--- src/rtl/cache_pkg.sv ---
// Shared constants and FSM state type for the partitioned 4-way cache.
package cache_pkg;

    localparam int unsigned WAY_NUM      = 4;
    localparam int unsigned WAY_NUM_BITS = 2;
    localparam int unsigned CACHE_LINES  = 1024;
    localparam int unsigned INDEX_BITS   = $clog2(CACHE_LINES);

    typedef enum logic [1:0] {
        LRU_INIT   = 2'd0,
        LRU_IDLE   = 2'd1,
        LRU_UPDATE = 2'd2
    } lru_state_t;

endpackage

--- src/rtl/cache_lru_next.sv ---
// Combinational LRU update: picks the accessed way (hit way or masked LRU
// victim) and produces the new age permutation with that way promoted to MRU.
module cache_lru_next
    import cache_pkg::*;
(
    input  logic [WAY_NUM_BITS-1:0] i_ages [0:WAY_NUM-1],
    input  logic                    i_hit,
    input  logic [WAY_NUM_BITS-1:0] i_hit_way,
    input  logic [WAY_NUM-1:0]      i_mask,
    output logic [WAY_NUM_BITS-1:0] o_way,
    output logic                    o_no_way,
    output logic [WAY_NUM_BITS-1:0] o_ages [0:WAY_NUM-1]
);

    logic                    w_found;
    logic [WAY_NUM_BITS-1:0] w_victim;
    logic [WAY_NUM_BITS-1:0] w_victim_age;
    logic [WAY_NUM_BITS-1:0] w_acc_age;

    // Oldest way among the candidates in the mask; ages are unique so no tie-break.
    always_comb begin
        w_found      = 1'b0;
        w_victim     = '0;
        w_victim_age = '0;
        for (int i = 0; i < WAY_NUM; i++) begin
            if (i_mask[i] && (!w_found || (i_ages[i] > w_victim_age))) begin
                w_found      = 1'b1;
                w_victim     = WAY_NUM_BITS'(i);
                w_victim_age = i_ages[i];
            end
        end
    end

    // Hit way wins outright; a miss with an empty mask has no way to return.
    always_comb begin
        o_no_way = 1'b0;
        o_way    = '0;
        if (i_hit) begin
            o_way = i_hit_way;
        end else if (w_found) begin
            o_way = w_victim;
        end else begin
            o_no_way = 1'b1;
        end
    end

    // Promote the accessed way to MRU and age every younger way by one.
    always_comb begin
        w_acc_age = i_ages[o_way];
        for (int i = 0; i < WAY_NUM; i++) begin
            o_ages[i] = i_ages[i];
            if (WAY_NUM_BITS'(i) == o_way) begin
                o_ages[i] = '0;
            end else if (i_ages[i] < w_acc_age) begin
                o_ages[i] = i_ages[i] + WAY_NUM_BITS'(1);
            end
        end
    end

endmodule

--- src/rtl/cache_lru_ctrl.sv ---
// LRU replacement controller: initialises every line to a legal age
// permutation, then serves one lookup per two cycles with a read-modify-write
// of the per-line ages held in the external LRU memory.
module cache_lru_ctrl
    import cache_pkg::*;
(
    input  logic                    clk,
    input  logic                    rst,
    input  logic                    req_valid,
    output logic                    req_ready,
    input  logic [INDEX_BITS-1:0]   req_index,
    input  logic                    req_hit,
    input  logic [WAY_NUM_BITS-1:0] req_hit_way,
    input  logic [WAY_NUM-1:0]      req_way_mask,
    output logic                    resp_valid,
    output logic [WAY_NUM_BITS-1:0] resp_way,
    output logic                    resp_no_way,
    output logic                    init_done,
    output logic [INDEX_BITS-1:0]   lru_index,
    output logic                    lru_req_we,
    output logic [WAY_NUM_BITS-1:0] lru_write [0:WAY_NUM-1],
    input  logic [WAY_NUM_BITS-1:0] lru_read  [0:WAY_NUM-1]
);

    localparam logic [INDEX_BITS-1:0] LAST_LINE = INDEX_BITS'(CACHE_LINES - 1);

    lru_state_t              r_state;
    logic [INDEX_BITS-1:0]   r_init_cnt;
    logic [INDEX_BITS-1:0]   r_lru_index;
    logic                    r_we;
    logic                    r_ready;
    logic                    r_resp_valid;
    logic                    r_init_done;
    logic                    r_hit;
    logic [WAY_NUM_BITS-1:0] r_hit_way;
    logic [WAY_NUM-1:0]      r_mask;

    logic [WAY_NUM_BITS-1:0] w_way;
    logic                    w_no_way;
    logic [WAY_NUM_BITS-1:0] w_new_ages [0:WAY_NUM-1];

    cache_lru_next u_next (
        .i_ages    (lru_read),
        .i_hit     (r_hit),
        .i_hit_way (r_hit_way),
        .i_mask    (r_mask),
        .o_way     (w_way),
        .o_no_way  (w_no_way),
        .o_ages    (w_new_ages)
    );

    // FSM: init sweep, idle capture, single-cycle update with registered strobes.
    always_ff @(posedge clk) begin
        if (rst) begin
            r_state      <= LRU_INIT;
            r_init_cnt   <= '0;
            r_lru_index  <= '0;
            r_we         <= 1'b0;
            r_ready      <= 1'b0;
            r_resp_valid <= 1'b0;
            r_init_done  <= 1'b0;
            r_hit        <= 1'b0;
            r_hit_way    <= '0;
            r_mask       <= '0;
        end else begin
            case (r_state)
                LRU_INIT: begin
                    // r_we marks that a line is being written this cycle.
                    if (r_we && (r_lru_index == LAST_LINE)) begin
                        r_state     <= LRU_IDLE;
                        r_we        <= 1'b0;
                        r_ready     <= 1'b1;
                        r_init_done <= 1'b1;
                    end else begin
                        r_we        <= 1'b1;
                        r_lru_index <= r_init_cnt;
                        r_init_cnt  <= r_init_cnt + INDEX_BITS'(1);
                    end
                end
                LRU_IDLE: begin
                    if (req_valid) begin
                        r_state      <= LRU_UPDATE;
                        r_lru_index  <= req_index;
                        r_hit        <= req_hit;
                        r_hit_way    <= req_hit_way;
                        r_mask       <= req_way_mask;
                        r_we         <= req_hit | (|req_way_mask);
                        r_resp_valid <= 1'b1;
                        r_ready      <= 1'b0;
                    end
                end
                LRU_UPDATE: begin
                    r_state      <= LRU_IDLE;
                    r_we         <= 1'b0;
                    r_resp_valid <= 1'b0;
                    r_ready      <= 1'b1;
                end
                default: begin
                    r_state <= LRU_INIT;
                    r_we    <= 1'b0;
                    r_ready <= 1'b0;
                end
            endcase
        end
    end

    // Write data: identity permutation during the sweep, updated ages otherwise.
    always_comb begin
        for (int i = 0; i < WAY_NUM; i++) begin
            lru_write[i] = (r_state == LRU_UPDATE) ? w_new_ages[i] : WAY_NUM_BITS'(i);
        end
    end

    // Reset masks strobes immediately so an update in flight never writes.
    always_comb begin
        lru_index   = r_lru_index;
        lru_req_we  = r_we & ~rst;
        req_ready   = r_ready & ~rst;
        init_done   = r_init_done & ~rst;
        resp_valid  = r_resp_valid & ~rst;
        resp_no_way = r_resp_valid & w_no_way & ~rst;
        resp_way    = (r_resp_valid && !w_no_way && !rst) ? w_way : '0;
    end

endmodule

--- config.mk ---
export PLATFORM = sky130hd
export DESIGN_NAME = cache_lru_ctrl
export DESIGN_NICKNAME = d
export VERILOG_FILES = /design/src/rtl/cache_pkg.sv /design/src/rtl/cache_lru_next.sv /design/src/rtl/cache_lru_ctrl.sv
export SDC_FILE = /design/constraint.sdc
export NUM_CORES = 1
export LEC_CHECK = 0
export ABC_AREA = 0
export BUFFER_PORTS_ARGS = -buffer_cell sky130_fd_sc_hd__buf_2
export CORE_MARGIN = 1
export CORE_UTILIZATION = 30
export CTS_BUF_LIST = sky130_fd_sc_hd__clkbuf_4
export DETAILED_ROUTE_END_ITERATION = 7
export GPL_TIMING_DRIVEN = 1
export SKIP_LAST_GASP = 1
export SLEW_MARGIN = 20
export SYNTH_ARGS = -nofsm -noshare
export SYNTH_HDL_FRONTEND = slang
export SYNTH_SLANG_ARGS = --single-unit
export TNS_END_PERCENT = 30
--- constraint.sdc ---
create_clock -name clk -period 6.8 [get_ports clk]
set_input_delay 0.68 -clock clk [delete_from_list [all_inputs] [get_ports clk]]
set_output_delay 0.68 -clock clk [all_outputs]
set_load 0.005 [all_outputs]
==> results.toml, run 1 <==
[clocking]
hold_buffers = 0
clkLatencyLatePin_ns = 0.34
cts_setup_buffers = 0
cts.clk_slew.worst_paths_ns = 0.10
cts_buffers = 5
cts_tree = "built"
clockBufferDepth = 2
ctsRootBufferMaster = "clkbuf_4"
clock-sinks = 32
postCtsResizedCells = 0
h-tree-depth = 2

[pwr]
powerDensity_nw_per_um2 = 155
power.total_mw = 0.373
irDropWorstVdd_mv = 0.0846
leakagePower_nw = 0.971

[critical_path]
endpoint_kind = "output port"
r2r_start = "r_state[0]"
crit_required_ns = 6.12
worstSetupPathType = "input pin to output port"
rrSetupSlack_ns = 4.42
critPathLaunchType = "input pin"
slowest_delay_ns = 0.37
path_buf_inv = 2
r2r-end = "lru_index[0]"
critPathLaunch = "lru_read[7]"
cp.depth = 24
critical_path_peak_fanout = 10
rr_worst_depth = 5
endpoint = "lru_write[2]"
arrival_ns = 5.47
crit_chain = "buf_2, nand2_1, ha_1, nor2b_1, o311ai_2, nor2_1, a31oi_1, ha_1, nor2b_1, o311ai_4, o21ai_0, ha_1, nor2b_1, o211ai_1, nand2_1, o21ai_4, nand2_1, o21ai_1, ha_1, nor3_1, nand2b_1, a221o_2, a31oi_1, buf_2"
crit_family = "compound AO/OA/AOI/OAI gates"
cp_common_cell = "ha_1"
cp_slowest_cell = "o311ai_2"

[placement]
numPortBuffers = 52
hpwl_um = 3670
dpl_worst_slack_ns = 0.706
dp_cells = 358
gp_congestion = 0.828
dpl_cell_area_um2 = 2320

[timing]
hold_violations = 0
max_freq_mhz = 163
drv_slew = 0
finalWorstSetupSlack_ns = 0.648
period_share = 0.905
worst_slew_pin_slew_ns = 0.652
min_period_ns = 6.15
finalSetupViolCount = 0
skew_ns = 0.0120
rsz0062_at_grt = "no"
maxSlewHeadroom = 0.565
finalSetupTns_ns = 0
hold-worst-slack_ns = 0.466

[floorplan]
rows = 29
die_h_um = 83.5
start_util = 0.312
core_area_um2 = 6390
die_area_um2 = 6970
boundaryPins = 53
die_x_um = 83.5

[global_routing]
grtUsageTotal = 0.142
grt_max_degree = 37
antenna_found_initial = 0
grt_pass1_vias = 1692
grt_pass1_wl_um = 8110
grt-ovfl-total = 0

[finish]
layout_commonest_cell = "buf_2"
fin_util = 0.376
instances_no_fill = 366
area_delta_synth_final_pct = 20.6
multiInputGateArea_um2 = 1290
drive_gt1_frac = 0.242
final_nets = 327
final_cell_mix = "52 x buf_2, 32 x dfxtp_1, 29 x nor2_1"
seqCellArea_um2 = 641
final_area_um2 = 2400
nFillCells = 678
diodes = 0

[yosys]
yosysSeqAreaShare = 0.321
synth_flop_cell = "dfxtp_1"
synth_top_cell_area_share = 0.321
synth_nets = 277
yosys_warnings = 0
synth.distinct_cells = 43
synth_area_per_cell_um2 = 8.37
synth_top_cell_by_area = "dfxtp_1"
ys_seq_elements = 32
netlist_area_um2 = 1990
synthArstFlopShare = 0
synthTopCellsByArea = "dfxtp_1 32%, ha_1 6.9%, mux2i_1 5.5%"
netlist_instances = 238
synth_edf_count = 0

[detailed_routing]
wl_um = 4800
postRouteAntennaNets = 0
vias = 1857
wl_per_cell_um = 13.1
firstDrtPassIters = 4
viasPerCell = 5.07
drt_iter0_markers = 106
remaining_drc_errors = 0

[flow_run]
drv_cap = 0

[outcome]
status = "completed"

[worst_hold_path]
hold_class = "flip-flop to flip-flop"
synth_stat cells (7+ instances only):
cell type  instances
nor3_1             7
nand2_1           21
inv_1              9
dfxtp_1           32
ha_1              11
clkbuf_1           8
xor2_1             7
nor2b_1           10
nand3_1           12
a21oi_1           12
a211oi_1          11
mux2i_1           11
nor2_1            29
power by group:
part	leakage, nW	internal (mW)	switching (mW)
Combinational	0.671	0.0171	0.0205
Sequential	0.259	0.190	0.00319
Clock	0.0412	0.0766	0.0658
Total	0.971	0.284	0.0895
state kept, by name, summed over array words and instances, names as in the netlist, 2 cells and up:
| register | cells |
|---|---|
| lru_index | 10 |
| r_state | 2 |
| r_init_cnt | 10 |
| r_hit_way | 2 |
| r_mask | 4 |
worst min-delay path by stage:
stage                 start  cells past startpoint  slack [ns]           end
2_1_floorplan   r_init_done                      2        0.43   r_init_done
3_3_place_gp   r_hit_way[1]                      2        0.45  r_hit_way[1]
3_5_place_dp   r_hit_way[1]                      2        0.45  r_hit_way[1]
4_1_cts        r_hit_way[1]                      2        0.47  r_hit_way[1]
5_1_grt        r_hit_way[1]                      2        0.49  r_hit_way[1]
6_report       r_hit_way[1]                      2        0.47  r_hit_way[1]
final cells by class:
class	instances	area share
multi-input combinational	188	0.538
sequential	32	0.267
timing repair buffer	52	0.108
tap	77	0.0401
clock inverter	3	0.0177
clock buffer	5	0.0156
inverter	9	0.0141
worst register-to-register path, delay by kind of cell (launching register included):
family	cells	cell delay, ns
flip-flops	1	0.41
AO/OA/AOI/OAI	1	0.24
AND/OR/NAND/NOR	4	1.63
kinds of logic after synthesis:
logic type | share of synthesized area
XOR/XNOR | 0.0571
AO/OA/AOI/OAI | 0.212
buffers and inverters | 0.0339
adder cells (fa/ha/maj) | 0.0691
flip-flops | 0.321
multiplexers | 0.0665
AND/OR/NAND/NOR | 0.240
routing by layer:
| metal | up-vias | routed length, um | GRT usage |
|---|---|---|---|
| met5 | - | 0 | 0 |
| met4 | 0 | 59 | 0.0462 |
| met3 | 4 | 197 | 0.0237 |
| met2 | 40 | 2120 | 0.224 |
| met1 | 852 | 2430 | 0.196 |
| li1 | 961 | - | - |
Power figures use the tool's default switching activity.
==> run 2, diff against run 1 <==
- CORE_MARGIN: 1 -> 2
- SYNTH_HIERARCHICAL: not set -> 1
==> results.toml, run 2 <==
[outcome]
status = "completed"

[yosys]
synth_nets = 316
synth_most_common_cell = "nand2_1"
synth_flop_cell = "dfxtp_1"
synth_top_cell_area_share = 0.303
ys_seq_elements = 33
synth.distinct_cells = 50
synthArstFlopShare = 0
synth_commonest_cells = "36 x nand2_1, 33 x dfxtp_1, 29 x a21oi_1"
synth_top_cell_by_area = "dfxtp_1"
synthTopCellsByArea = "dfxtp_1 30%, a21oi_1 6.7%, ha_1 6.3%"
netlist_area_um2 = 2180
synth_area_per_cell_um2 = 7.88
yosysSeqAreaShare = 0.303
synth_edf_count = 0
netlist_instances = 277
yosys_warnings = 6

[critical_path]
critical_path_peak_fanout = 8
path_buf_inv = 1
r2r_start = "r_state[0]"
worstSetupPathType = "flip-flop to output port"
crit_chain = "nand2_1, ha_1, nor2b_1, o311ai_4, nor2_1, a31oi_1, ha_1, nor2b_1, o311ai_4, mux2_2, ha_1, nand2_1, o211ai_1, a32oi_2, o21ai_0, o21ai_0, ha_1, and4_1, mux2_2, nor3b_1, and2_1, buf_2"
endpoint = "lru_write[6]"
cp.depth = 22
rrSetupSlack_ns = 4.71
cp_common_cell = "ha_1"
cp_slowest_cell = "dfxtp_1"
crit_required_ns = 6.12
r2r-end = "lru_index[4]"
rr_worst_depth = 3
critPathLaunch = "r_mask[0]"
slowest_delay_ns = 0.51
endpoint_kind = "output port"
critPathLaunchType = "flip-flop"
arrival_ns = 5.70
crit_family = "compound AO/OA/AOI/OAI gates"

[floorplan]
die_h_um = 89.3
die_x_um = 89.3
rows = 31
core_area_um2 = 7140
boundaryPins = 53
start_util = 0.306
die_area_um2 = 7970

[detailed_routing]
firstDrtPassIters = 4
wl_per_cell_um = 13.5
wl_um = 5720
remaining_drc_errors = 0
vias = 2184
viasPerCell = 5.14
postRouteAntennaNets = 0
drt_iter0_markers = 62

[clocking]
clkLatencyLatePin_ns = 0.33
h-tree-depth = 2
clockBufferDepth = 2
clock-sinks = 33
cts_setup_buffers = 0
hold_buffers = 0
postCtsResizedCells = 0
cts_buffers = 5
cts.clk_slew.worst_paths_ns = 0.10
ctsRootBufferMaster = "clkbuf_4"
cts_tree = "built"

[finish]
layout_commonest_cell = "buf_2"
diodes = 0
nFillCells = 822
final_cell_mix = "52 x buf_2, 36 x nand2_1, 33 x dfxtp_1"
drive_gt1_frac = 0.230
final_nets = 365
area_delta_synth_final_pct = 18.2

[flow_run]
drv_cap = 0

[global_routing]
grtUsageMet1 = 0.184
grt_max_degree = 29
grt_pass1_wl_um = 9110
use_met2 = 0.251
grt-ovfl-total = 0
grtUsageTotal = 0.145
grt_pass1_vias = 1944
top_usage_layer = "met2"
antenna_found_initial = 0
met3_usage = 0.0305

[pwr]
p_int_mw = 0.258
irDropWorstVdd_mv = 0.0739
power.switching_mw = 0.0910
leakagePower_nw = 1.02
switching_share = 0.260
power_frac_seq = 0.568
clockPowerShare = 0.300
powerDensity_nw_per_um2 = 135
comb_power_share = 0.132

[timing]
rsz0062_at_grt = "no"
max_freq_mhz = 157
finalWorstSetupSlack_ns = 0.418
skew_ns = 0.00615
maxSlewHeadroom = 0.476
hold_violations = 0
finalSetupViolCount = 0
drv_slew = 0
worst_slew_pin_slew_ns = 0.786
min_period_ns = 6.38
period_share = 0.939
finalSetupTns_ns = 0

[placement]
hpwl_um = 4360
dpl_worst_slack_ns = 0.451
numPortBuffers = 52
gp_congestion = 0.826

[worst_hold_path]
hold_class = "flip-flop to flip-flop"
-- run 2: cell count changes in the layout (fill, tap and decap cells not counted), moves of 5 or more --
cell      previous run  this run
mux2i_1             11         4
a211oi_1            11         0
xor2_1               7         1
nand3_1             12        17
a21oi_1             12        29
o21ai_0              2        17
nor2_1              29        16
nand2_1             21        36
-- run 2: worst min path at each step --
stage               depth (start not counted)            to         start  slack, ns
finish                                      2  r_hit_way[0]  r_hit_way[0]       0.46
global route                                2  r_hit_way[0]  r_hit_way[0]       0.48
CTS                                         2  r_hit_way[0]  r_hit_way[0]       0.46
detailed placement                          2  r_hit_way[0]  r_hit_way[0]       0.44
global placement                            2  r_hit_way[0]  r_hit_way[0]       0.44
floorplan                                   2       r_ready       r_ready       0.43
-- run 2: area by class of cell --
| class | count | area, um2 | area share |
|---|---|---|---|
| clock inverter | 1 | 3.75 | 0.00145 |
| timing repair buffer | 54 | 275 | 0.107 |
| inverter | 12 | 47.5 | 0.0184 |
| clock buffer | 6 | 45.0 | 0.0175 |
| multi-input combinational | 220 | 1420 | 0.552 |
| tap | 99 | 124 | 0.0480 |
| sequential | 33 | 661 | 0.256 |
-- run 2: layer usage --
layer | vias to the layer above | share of wire
met5 | - | 0
met4 | 0 | 0.0024
met3 | 2 | 0.046
met2 | 44 | 0.50
met1 | 1035 | 0.45
li1 | 1103 | -
-- run 2: through the flow --
step	utilization	total power, mW	area, um2	std cells	hold slack [ns]
floorplan	-	0.231	2180	277	0.427
global placement	0.354	0.249	2530	418	0.441
detailed placement	0.354	0.249	2530	418	0.445
CTS	0.361	0.353	2570	425	0.458
global route	0.362	0.369	2580	425	0.485
finish	0.362	0.349	2580	425	0.458
-- run 2: cell families (layout without fill, tap and decap cells) --
kind of cell	after synthesis	after routing	synth area share
and+or+nand+nor	123	123	0.298
AOI/OAI and AO/OA	75	75	0.241
DFF	33	33	0.303
buffers and inverters	24	73	0.0470
adders and majority gates	11	11	0.0631
muxes	6	6	0.0287
xor gates and xnor gates	5	5	0.0201
-- run 2: worst register-to-register path: stages (launching register included) --
cell and delay [ns]:
dfxtp_1 0.42, a21oi_1 0.66, nor2b_1 0.69, o221a_1 0.28
-- run 2: power by group through the flow --
| stage | combinational [mW] | clock (mW) | sequential, mW |
|---|---|---|---|
| final | 0.0460 | 0.105 | 0.199 |
| after global routing | 0.0522 | 0.118 | 0.199 |
| after CTS | 0.0464 | 0.108 | 0.199 |
| after detailed placement | 0.0461 | 0 | 0.203 |
| after global placement | 0.0455 | 0 | 0.203 |
| after floorplan | 0.0289 | 0 | 0.203 |
